`src/rtl/i2s_cond_pkg.sv`:
```
// ============================================================================
// i2s_cond_pkg : shared widths, FSM state encoding and 16-bit saturation
// Rev 1.0
// ============================================================================
`default_nettype none

package i2s_cond_pkg;

  localparam int SAMPLE_W    = 16;
  localparam int GAIN_W      = 8;
  localparam int UNITY_SHIFT = 7;
  localparam int PROD_W      = SAMPLE_W + GAIN_W;
  localparam int DC_W        = 18;

  typedef enum logic [2:0] {
    ST_IDLE    = 3'd0,
    ST_CAPTURE = 3'd1,
    ST_MUL_L   = 3'd2,
    ST_MUL_R   = 3'd3,
    ST_DC      = 3'd4,
    ST_HOLD    = 3'd5
  } state_t;

  localparam logic signed [PROD_W-1:0] SAT_MAX = 24'sd32767;
  localparam logic signed [PROD_W-1:0] SAT_MIN = -24'sd32768;

  function automatic logic signed [SAMPLE_W-1:0] sat16(input logic signed [PROD_W-1:0] v);
    logic signed [SAMPLE_W-1:0] r;
    if (v > SAT_MAX)      r = 16'sh7fff;
    else if (v < SAT_MIN) r = 16'sh8000;
    else                  r = v[SAMPLE_W-1:0];
    return r;
  endfunction

endpackage

`default_nettype wire

```
`src/rtl/serial_mul_16x8.sv`:
```
// ============================================================================
// serial_mul_16x8 : 8-cycle shift-add multiplier, signed 16 x unsigned 8
// Rev 1.0
// ============================================================================
`default_nettype none

module serial_mul_16x8
  import i2s_cond_pkg::*;
(
  input  logic                       clk,
  input  logic                       reset_n,
  input  logic                       start,
  input  logic signed [SAMPLE_W-1:0] a,
  input  logic        [GAIN_W-1:0]   b,
  output logic                       done,
  output logic signed [PROD_W-1:0]   product
);

  logic signed [PROD_W-1:0] a_sh;
  logic        [GAIN_W-1:0] b_sh;
  logic signed [PROD_W-1:0] acc;
  logic        [2:0]        bit_cnt;
  logic                     busy;
  logic signed [PROD_W-1:0] acc_sum;

  // The final partial product is folded in combinationally so the result is
  // usable in the same cycle that done is raised.
  assign acc_sum = acc + (b_sh[0] ? a_sh : '0);
  assign done    = busy && (bit_cnt == 3'd7);
  assign product = acc_sum;

  always_ff @(posedge clk or negedge reset_n) begin
    if (!reset_n) begin
      a_sh    <= '0;
      b_sh    <= '0;
      acc     <= '0;
      bit_cnt <= '0;
      busy    <= 1'b0;
    end else if (start) begin
      a_sh    <= {{GAIN_W{a[SAMPLE_W-1]}}, a};
      b_sh    <= b;
      acc     <= '0;
      bit_cnt <= '0;
      busy    <= 1'b1;
    end else if (busy) begin
      acc     <= acc_sum;
      a_sh    <= a_sh <<< 1;
      b_sh    <= b_sh >> 1;
      bit_cnt <= bit_cnt + 3'd1;
      if (bit_cnt == 3'd7) busy <= 1'b0;
    end
  end

endmodule

`default_nettype wire

```
`src/rtl/i2s_sample_conditioner.sv`:
```
// ============================================================================
// i2s_sample_conditioner : tick resampler, volume multiply/saturate, optional
// DC blocker (I2S_COND_DC_BLOCK_EN), valid/ready output with overrun flag.
// Rev 1.0
// ============================================================================
`default_nettype none

module i2s_sample_conditioner
  import i2s_cond_pkg::*;
#(
  parameter int CLK_DIV = 583
) (
  input  logic                       clk,
  input  logic                       reset_n,
  input  logic signed [SAMPLE_W-1:0] left_in,
  input  logic signed [SAMPLE_W-1:0] right_in,
  input  logic        [GAIN_W-1:0]   vol,
  output logic signed [SAMPLE_W-1:0] out_left,
  output logic signed [SAMPLE_W-1:0] out_right,
  output logic                       out_valid,
  input  logic                       out_ready,
  output logic                       overrun,
  input  logic                       overrun_clr
);

  localparam int DIV_W = $clog2(CLK_DIV);

  logic [DIV_W-1:0] div_cnt;
  logic             tick;

  state_t state, state_nxt;

  logic                       mul_start;
  logic signed [SAMPLE_W-1:0] mul_a;
  logic        [GAIN_W-1:0]   mul_b;
  logic                       mul_done;
  logic signed [PROD_W-1:0]   mul_product;
  logic signed [SAMPLE_W-1:0] sat_val;

  logic signed [SAMPLE_W-1:0] cap_left;
  logic signed [SAMPLE_W-1:0] cap_right;
  logic        [GAIN_W-1:0]   cap_vol;
  logic signed [SAMPLE_W-1:0] sat_left;

  logic handshake;
  logic drop;

  assign tick = (div_cnt == DIV_W'(CLK_DIV - 1));

  always_ff @(posedge clk or negedge reset_n) begin
    if (!reset_n)  div_cnt <= '0;
    else if (tick) div_cnt <= '0;
    else           div_cnt <= div_cnt + DIV_W'(1);
  end

  assign out_valid = (state == ST_HOLD);
  assign handshake = out_valid && out_ready;
  assign drop      = tick && (state != ST_IDLE) && !handshake;
  assign sat_val   = sat16(mul_product >>> UNITY_SHIFT);

  serial_mul_16x8 u_mul (
    .clk     (clk),
    .reset_n (reset_n),
    .start   (mul_start),
    .a       (mul_a),
    .b       (mul_b),
    .done    (mul_done),
    .product (mul_product)
  );

  always_ff @(posedge clk or negedge reset_n) begin
    if (!reset_n) state <= ST_IDLE;
    else          state <= state_nxt;
  end

  always_comb begin
    state_nxt = state;
    mul_start = 1'b0;
    mul_a     = cap_left;
    mul_b     = cap_vol;
    case (state)
      ST_IDLE: begin
        if (tick) state_nxt = ST_CAPTURE;
      end
      // Multiplier is fed straight from the ports while the capture
      // registers load, so both see the same sampled values.
      ST_CAPTURE: begin
        mul_start = 1'b1;
        mul_a     = left_in;
        mul_b     = vol;
        state_nxt = ST_MUL_L;
      end
      ST_MUL_L: begin
        if (mul_done) begin
          mul_start = 1'b1;
          mul_a     = cap_right;
          state_nxt = ST_MUL_R;
        end
      end
      ST_MUL_R: begin
`ifdef I2S_COND_DC_BLOCK_EN
        if (mul_done) state_nxt = ST_DC;
`else
        if (mul_done) state_nxt = ST_HOLD;
`endif
      end
`ifdef I2S_COND_DC_BLOCK_EN
      ST_DC: begin
        state_nxt = ST_HOLD;
      end
`endif
      ST_HOLD: begin
        if (out_ready) state_nxt = tick ? ST_CAPTURE : ST_IDLE;
      end
      default: state_nxt = ST_IDLE;
    endcase
  end

  // Sticky drop flag; a drop in the same cycle as a clear keeps it set.
  always_ff @(posedge clk or negedge reset_n) begin
    if (!reset_n)         overrun <= 1'b0;
    else if (drop)        overrun <= 1'b1;
    else if (overrun_clr) overrun <= 1'b0;
  end

`ifdef I2S_COND_DC_BLOCK_EN
  localparam logic signed [DC_W+1:0] DC_MAX = 20'sd131071;
  localparam logic signed [DC_W+1:0] DC_MIN = -20'sd131072;

  // y[n] = x[n] - x[n-1] + y[n-1] - (y[n-1] >>> 8), clamped to 18 bits
  function automatic logic signed [DC_W-1:0] dc_step(
    input logic signed [SAMPLE_W-1:0] x,
    input logic signed [SAMPLE_W-1:0] xp,
    input logic signed [DC_W-1:0]     yp
  );
    logic signed [DC_W+1:0] xw, xpw, ypw, acc;
    logic signed [DC_W-1:0] r;
    xw  = {{(DC_W+2-SAMPLE_W){x[SAMPLE_W-1]}}, x};
    xpw = {{(DC_W+2-SAMPLE_W){xp[SAMPLE_W-1]}}, xp};
    ypw = {{2{yp[DC_W-1]}}, yp};
    acc = xw - xpw + ypw - (ypw >>> 8);
    if (acc > DC_MAX)      r = DC_MAX[DC_W-1:0];
    else if (acc < DC_MIN) r = DC_MIN[DC_W-1:0];
    else                   r = acc[DC_W-1:0];
    return r;
  endfunction

  logic signed [SAMPLE_W-1:0] sat_right;
  logic signed [SAMPLE_W-1:0] x_prev_l, x_prev_r;
  logic signed [DC_W-1:0]     y_prev_l, y_prev_r;
  logic signed [DC_W-1:0]     dc_y_l, dc_y_r;
  logic signed [PROD_W-1:0]   dc_ext_l, dc_ext_r;

  assign dc_y_l   = dc_step(sat_left, x_prev_l, y_prev_l);
  assign dc_y_r   = dc_step(sat_right, x_prev_r, y_prev_r);
  assign dc_ext_l = {{(PROD_W-DC_W){dc_y_l[DC_W-1]}}, dc_y_l};
  assign dc_ext_r = {{(PROD_W-DC_W){dc_y_r[DC_W-1]}}, dc_y_r};
`endif

  always_ff @(posedge clk or negedge reset_n) begin
    if (!reset_n) begin
      cap_left  <= '0;
      cap_right <= '0;
      cap_vol   <= '0;
      sat_left  <= '0;
      out_left  <= '0;
      out_right <= '0;
`ifdef I2S_COND_DC_BLOCK_EN
      sat_right <= '0;
      x_prev_l  <= '0;
      x_prev_r  <= '0;
      y_prev_l  <= '0;
      y_prev_r  <= '0;
`endif
    end else begin
      if (state == ST_CAPTURE) begin
        cap_left  <= left_in;
        cap_right <= right_in;
        cap_vol   <= vol;
      end
      if (state == ST_MUL_L && mul_done) sat_left <= sat_val;
      if (state == ST_MUL_R && mul_done) begin
`ifdef I2S_COND_DC_BLOCK_EN
        sat_right <= sat_val;
`else
        out_left  <= sat_left;
        out_right <= sat_val;
`endif
      end
`ifdef I2S_COND_DC_BLOCK_EN
      if (state == ST_DC) begin
        out_left  <= sat16(dc_ext_l);
        out_right <= sat16(dc_ext_r);
        x_prev_l  <= sat_left;
        x_prev_r  <= sat_right;
        y_prev_l  <= dc_y_l;
        y_prev_r  <= dc_y_r;
      end
`endif
    end
  end

endmodule

`default_nettype wire
```
`config.mk`:
```
export PLATFORM = sky130hd
export DESIGN_NAME = i2s_sample_conditioner
export DESIGN_NICKNAME = d
export VERILOG_FILES = /design/src/rtl/i2s_cond_pkg.sv /design/src/rtl/serial_mul_16x8.sv /design/src/rtl/i2s_sample_conditioner.sv
export SDC_FILE = /design/constraint.sdc
export NUM_CORES = 1
export LEC_CHECK = 0
export ABC_CLOCK_PERIOD_IN_PS = 5000
export BUFFER_PORTS_ARGS = -buffer_cell sky130_fd_sc_hd__buf_2
export CELL_PAD_IN_SITES_DETAIL_PLACEMENT = 1
export CELL_PAD_IN_SITES_GLOBAL_PLACEMENT = 1
export CORE_MARGIN = 2
export CORE_UTILIZATION = 45
export CTS_BUF_LIST = sky130_fd_sc_hd__clkbuf_8
export CTS_CLUSTER_SIZE = 25
export DETAILED_ROUTE_END_ITERATION = 10
export PLACE_DENSITY_LB_ADDON = 0.1
export RECOVER_POWER = 50
export SLEW_MARGIN = 20
export SYNTH_ARGS = -nofsm -noshare
export SYNTH_HDL_FRONTEND = slang
export SYNTH_SLANG_ARGS = --single-unit
```
`constraint.sdc`:
```
create_clock -name clk -period 5 [get_ports clk]
set_input_delay 1 -clock clk [delete_from_list [all_inputs] [get_ports clk]]
set_output_delay 1 -clock clk [all_outputs]
set_load 0.02 [all_outputs]
```
==> flow_summary.yaml <==
global_routing:
  grt_first_pass_wirelength_mm: 31.35
  grt_util_all_layers_pct: 21.48
  grt_start_max_net_pins: 82
  initial_antenna_violation_count: 0
  grt_pass1_vias: 6270
  global_route.overflow_total: 0
critical_path:
  critical-path-top-cell-by-count: "sky130_fd_sc_hd__o211ai_1"
  cp_delay_by_family_top: "compound AO/OA/AOI/OAI gates"
  cp_data_arrival_time_ns: 4.56
  timing_worst_setup_path_type: "reg -> reg"
  crit_path_start_kind: "flop"
  cpMaxStageDelayCell: "sky130_fd_sc_hd__a2111oi_0"
  cp.buffers_inverters: 1
  timing.critical_path.cells: "and2_1, ha_1, inv_1, fa_1, and2b_1, o211ai_1, a2111oi_0, o211ai_1, a21o_1, o211a_2, maj3_1, mux2_2"
  required_time_reported_for_the_critical_path_endpoint_ns: 5.33
  crit_fanout: 25
  setup.worst_path.end_class: "flop"
  timing.critical_path.slowest_cell_delay_ns: 0.77
power:
  ir_worst_vdd_uv: 210.6
  switching_share_pct: 41.80
  pwr-share-clk_pct: 15.8
  comb_power_share_pct: 45.8
  seq_power_share_pct: 38.5
  power_density_relative_to_cell_area_nw_per_um2: 625.5
  cell_int_power_mw: 3.119
  p_switching_mw: 2.240
  power.static_leakage_nw: 4.040
sta:
  timing.fmax_mhz: 236.3
  finalSetupViolations: 0
  tightest_slew_ns: 3.558
  period_share_pct: 84.64
  finalHoldViolations: 0
  rsz0062_at_grt: "no"
  timing.clock.skew_ns: 0.01322
  finalWorstSetupSlack_ns: 0.7678
  timing.final.crit_period_ns: 4.232
  setup-tns-final_ns: 0
  max-slew-margin-rel_pct: -137.2
  timing_max_transition_violations_final: 112
synthesis:
  synth_nets: 894
  ys_top_cells_by_area: "sky130_fd_sc_hd__dfrtp_1, sky130_fd_sc_hd__nand2_1, sky130_fd_sc_hd__mux2i_1"
  syn-instance-count: 822
  synth_mux_area_share_pct: 9.675
  yosysUniqueCellTypes: 53
  synthesis.yosys.warnings: 0
  synth-compound-area-share_pct: 10.87
  synthAdderAreaFrac_pct: 6.455
  number_of_flops_mapped_to_enable_cells_by_yosys: 0
  netlist_area_um2: 7656
  post_synth_xor_area_fraction_pct: 3.072
  synth_largest_type_area_fraction_pct: 47.72
  synth_simple_gate_area_share_pct: 19.35
  ffs_w_async_s_r_synth_pct: 100.0
  yosysSeqAreaShare_pct: 47.72
  yosys.area.top_type: "sky130_fd_sc_hd__dfrtp_1"
  yosys_most_used_dff: "sky130_fd_sc_hd__dfrtp_1"
  synthesis.area_per_instance_um2: 9.314
  ys_ff_latch: 146
  largest_family_of_logic_cells_by_synthesized_area: "simple AND/OR/NAND/NOR gates"
clock_tree:
  post-cts-setup-buffers: 0
  cts_resized: 0
  tritoncts_clock_tree: "yes"
  clock-sinks: 146
  clkLatencyLatePin_ns: 0.44
  cts_htree_levels: 4
  total_clock_buffers_created_by_cts: 17
  clk_transition_reported_paths_ns: 0.08
  max-clock-path-buffers: 2
  cts-hold-fix-buffers: 0
  root_buffer: "sky130_fd_sc_hd__clkbuf_8"
detailed_routing:
  drt-wirelength-per-cell_um: 16.49
  dr_total_vias: 5933
  drt_drc_violations_left: 0
  detailedRoute.firstIterationViolations: 177
  drt-vias-per-instance: 5.335
  drt_wl_total_mm: 18.33
  drtPass1Iterations: 5
  drt.antenna.violating_nets: 0
layout:
  post_layout_nets: 952
  fillerInstances: 1988
  layout-drive-gt1-share_pct: 17.04
  multi_input_comb_area_um2: 3799
  area_added_between_synthesis_and_finish_pct: 11.90
  final-seq-area_um2: 3654
  antenna_cells: 0
  most-common-layout-cells: "sky130_fd_sc_hd__nand2_1, sky130_fd_sc_hd__dfrtp_1, sky130_fd_sc_hd__buf_2"
  mostFrequentLayoutCell: "sky130_fd_sc_hd__nand2_1"
floorplanning:
  die_area_um2: 18070
  die_outline_width_um: 134.4
  design.core.area_um2: 16580
  boundaryPins: 78
  placement_rows: 47
  die_height_um: 134.4
  initial_utilization_pct: 46.17
placement:
  gp_congestion: 0.8266
  port_buffers: 77
  dp_hpwl_mm: 13.38
  post_place_setup_slack_ns: 0.7846
min_path:
  hold_path.class: "reg -> reg"
run:
  drv_cap: 2
run_status:
  failing_checks: "max-capacitance violations, max-slew violations"
  status: "finished, violations left"
final cells by class:
cell class,count,area share [%]
multi-input combinational,620,44.34
sequential,146,42.65
timing repair buffer,85,5.199
tap,220,3.213
clock buffer,19,3.052
clock inverter,12,1.110
inverter,10,0.4381
final timing paths:
check,start,end,slack [ns],cells past startpoint
worst max-delay path,u_mul.b_sh[0],sat_left[4],0.77,12
worst min-delay path,sat_left[4],out_left[4],0.46,2
worst max register to register,u_mul.b_sh[0],sat_left[4],0.77,12
worst min register to register,sat_left[4],out_left[4],0.46,2
max in group asynchronous,reset_n,u_mul.acc[4],1.06,1
min in group asynchronous,reset_n,div_cnt[9],1.91,1
worst reg2reg max path, stage by stage, from the launching register on:
cell and delay [ns]:
sky130_fd_sc_hd__dfrtp_1 0.68, sky130_fd_sc_hd__and2_1 0.22, sky130_fd_sc_hd__ha_1 0.20, sky130_fd_sc_hd__inv_1 0.08
sky130_fd_sc_hd__fa_1 0.38, sky130_fd_sc_hd__and2b_1 0.26, sky130_fd_sc_hd__o211ai_1 0.16, sky130_fd_sc_hd__a2111oi_0 0.77
sky130_fd_sc_hd__o211ai_1 0.24, sky130_fd_sc_hd__a21o_1 0.22, sky130_fd_sc_hd__o211a_2 0.23, sky130_fd_sc_hd__maj3_1 0.41
sky130_fd_sc_hd__mux2_2 0.28
flip-flops by register name, indices dropped and copies added, names as in the netlist:
register       flops
u_mul.b_sh         8
state              3
out_right         16
overrun            1
cap_vol            8
u_mul.acc         24
cap_right         16
out_left          16
div_cnt           10
u_mul.busy         1
sat_left          16
u_mul.bit_cnt      3
u_mul.a_sh        24
metrics by stage:
step	std cells	hold WS (ns)	util (%)	cell area, um^2	power, mW
after floorplan	822	0.4348	-	7656	3.856
after global placement	1081	0.4509	49.55	8218	4.403
after detailed placement	1081	0.4516	49.55	8218	4.555
after CTS	1112	0.4714	51.71	8574	5.421
after global routing	1112	0.4907	51.66	8567	5.803
final	1112	0.4648	51.66	8567	5.359
kinds of logic after synthesis:
group | after synthesis
AOI/OAI and AO/OA | 138
buffers and inverters | 56
DFF | 146
xor gates and xnor gates | 26
muxes | 71
and+or+nand+nor | 344
adders and majority gates | 41
synthesized netlist by cell type, types with 5 or more instances:
master and n:
sky130_fd_sc_hd__nand3_1 17, sky130_fd_sc_hd__mux2i_1 47, sky130_fd_sc_hd__o21ai_0 37, sky130_fd_sc_hd__nor3_1 7, sky130_fd_sc_hd__maj3_1 8, sky130_fd_sc_hd__and2_1 24
sky130_fd_sc_hd__dfrtp_1 146, sky130_fd_sc_hd__a31oi_1 8, sky130_fd_sc_hd__inv_1 10, sky130_fd_sc_hd__a211oi_1 6, sky130_fd_sc_hd__buf_1 7, sky130_fd_sc_hd__ha_1 27
sky130_fd_sc_hd__a21o_1 11, sky130_fd_sc_hd__nand2_1 204, sky130_fd_sc_hd__o21ai_1 6, sky130_fd_sc_hd__nor2_1 61, sky130_fd_sc_hd__and3_1 6, sky130_fd_sc_hd__clkbuf_1 37
sky130_fd_sc_hd__a21oi_1 43, sky130_fd_sc_hd__o211ai_1 8, sky130_fd_sc_hd__xor2_1 9, sky130_fd_sc_hd__xnor2_1 16, sky130_fd_sc_hd__mux2_2 24, sky130_fd_sc_hd__maj3_2 5
layer usage:
layer | wire length [um] | track usage, % | vias to the layer above
met5 | 0 | 0 | -
li1 | - | - | 2901
met4 | 211 | 5.673 | 0
met2 | 8871 | 36.37 | 97
met3 | 512 | 3.326 | 17
met1 | 8739 | 28.87 | 2918
power groups by stage:
stage	logic [mW]	clock network, mW	registers [mW]
floorplan	1.76	0	2.10
global placement	2.34	0	2.06
finish	2.45	0.845	2.06
detailed placement	2.46	0	2.09
CTS	2.47	0.877	2.07
global route	2.74	0.922	2.14
Power figures use the tool's default switching activity.
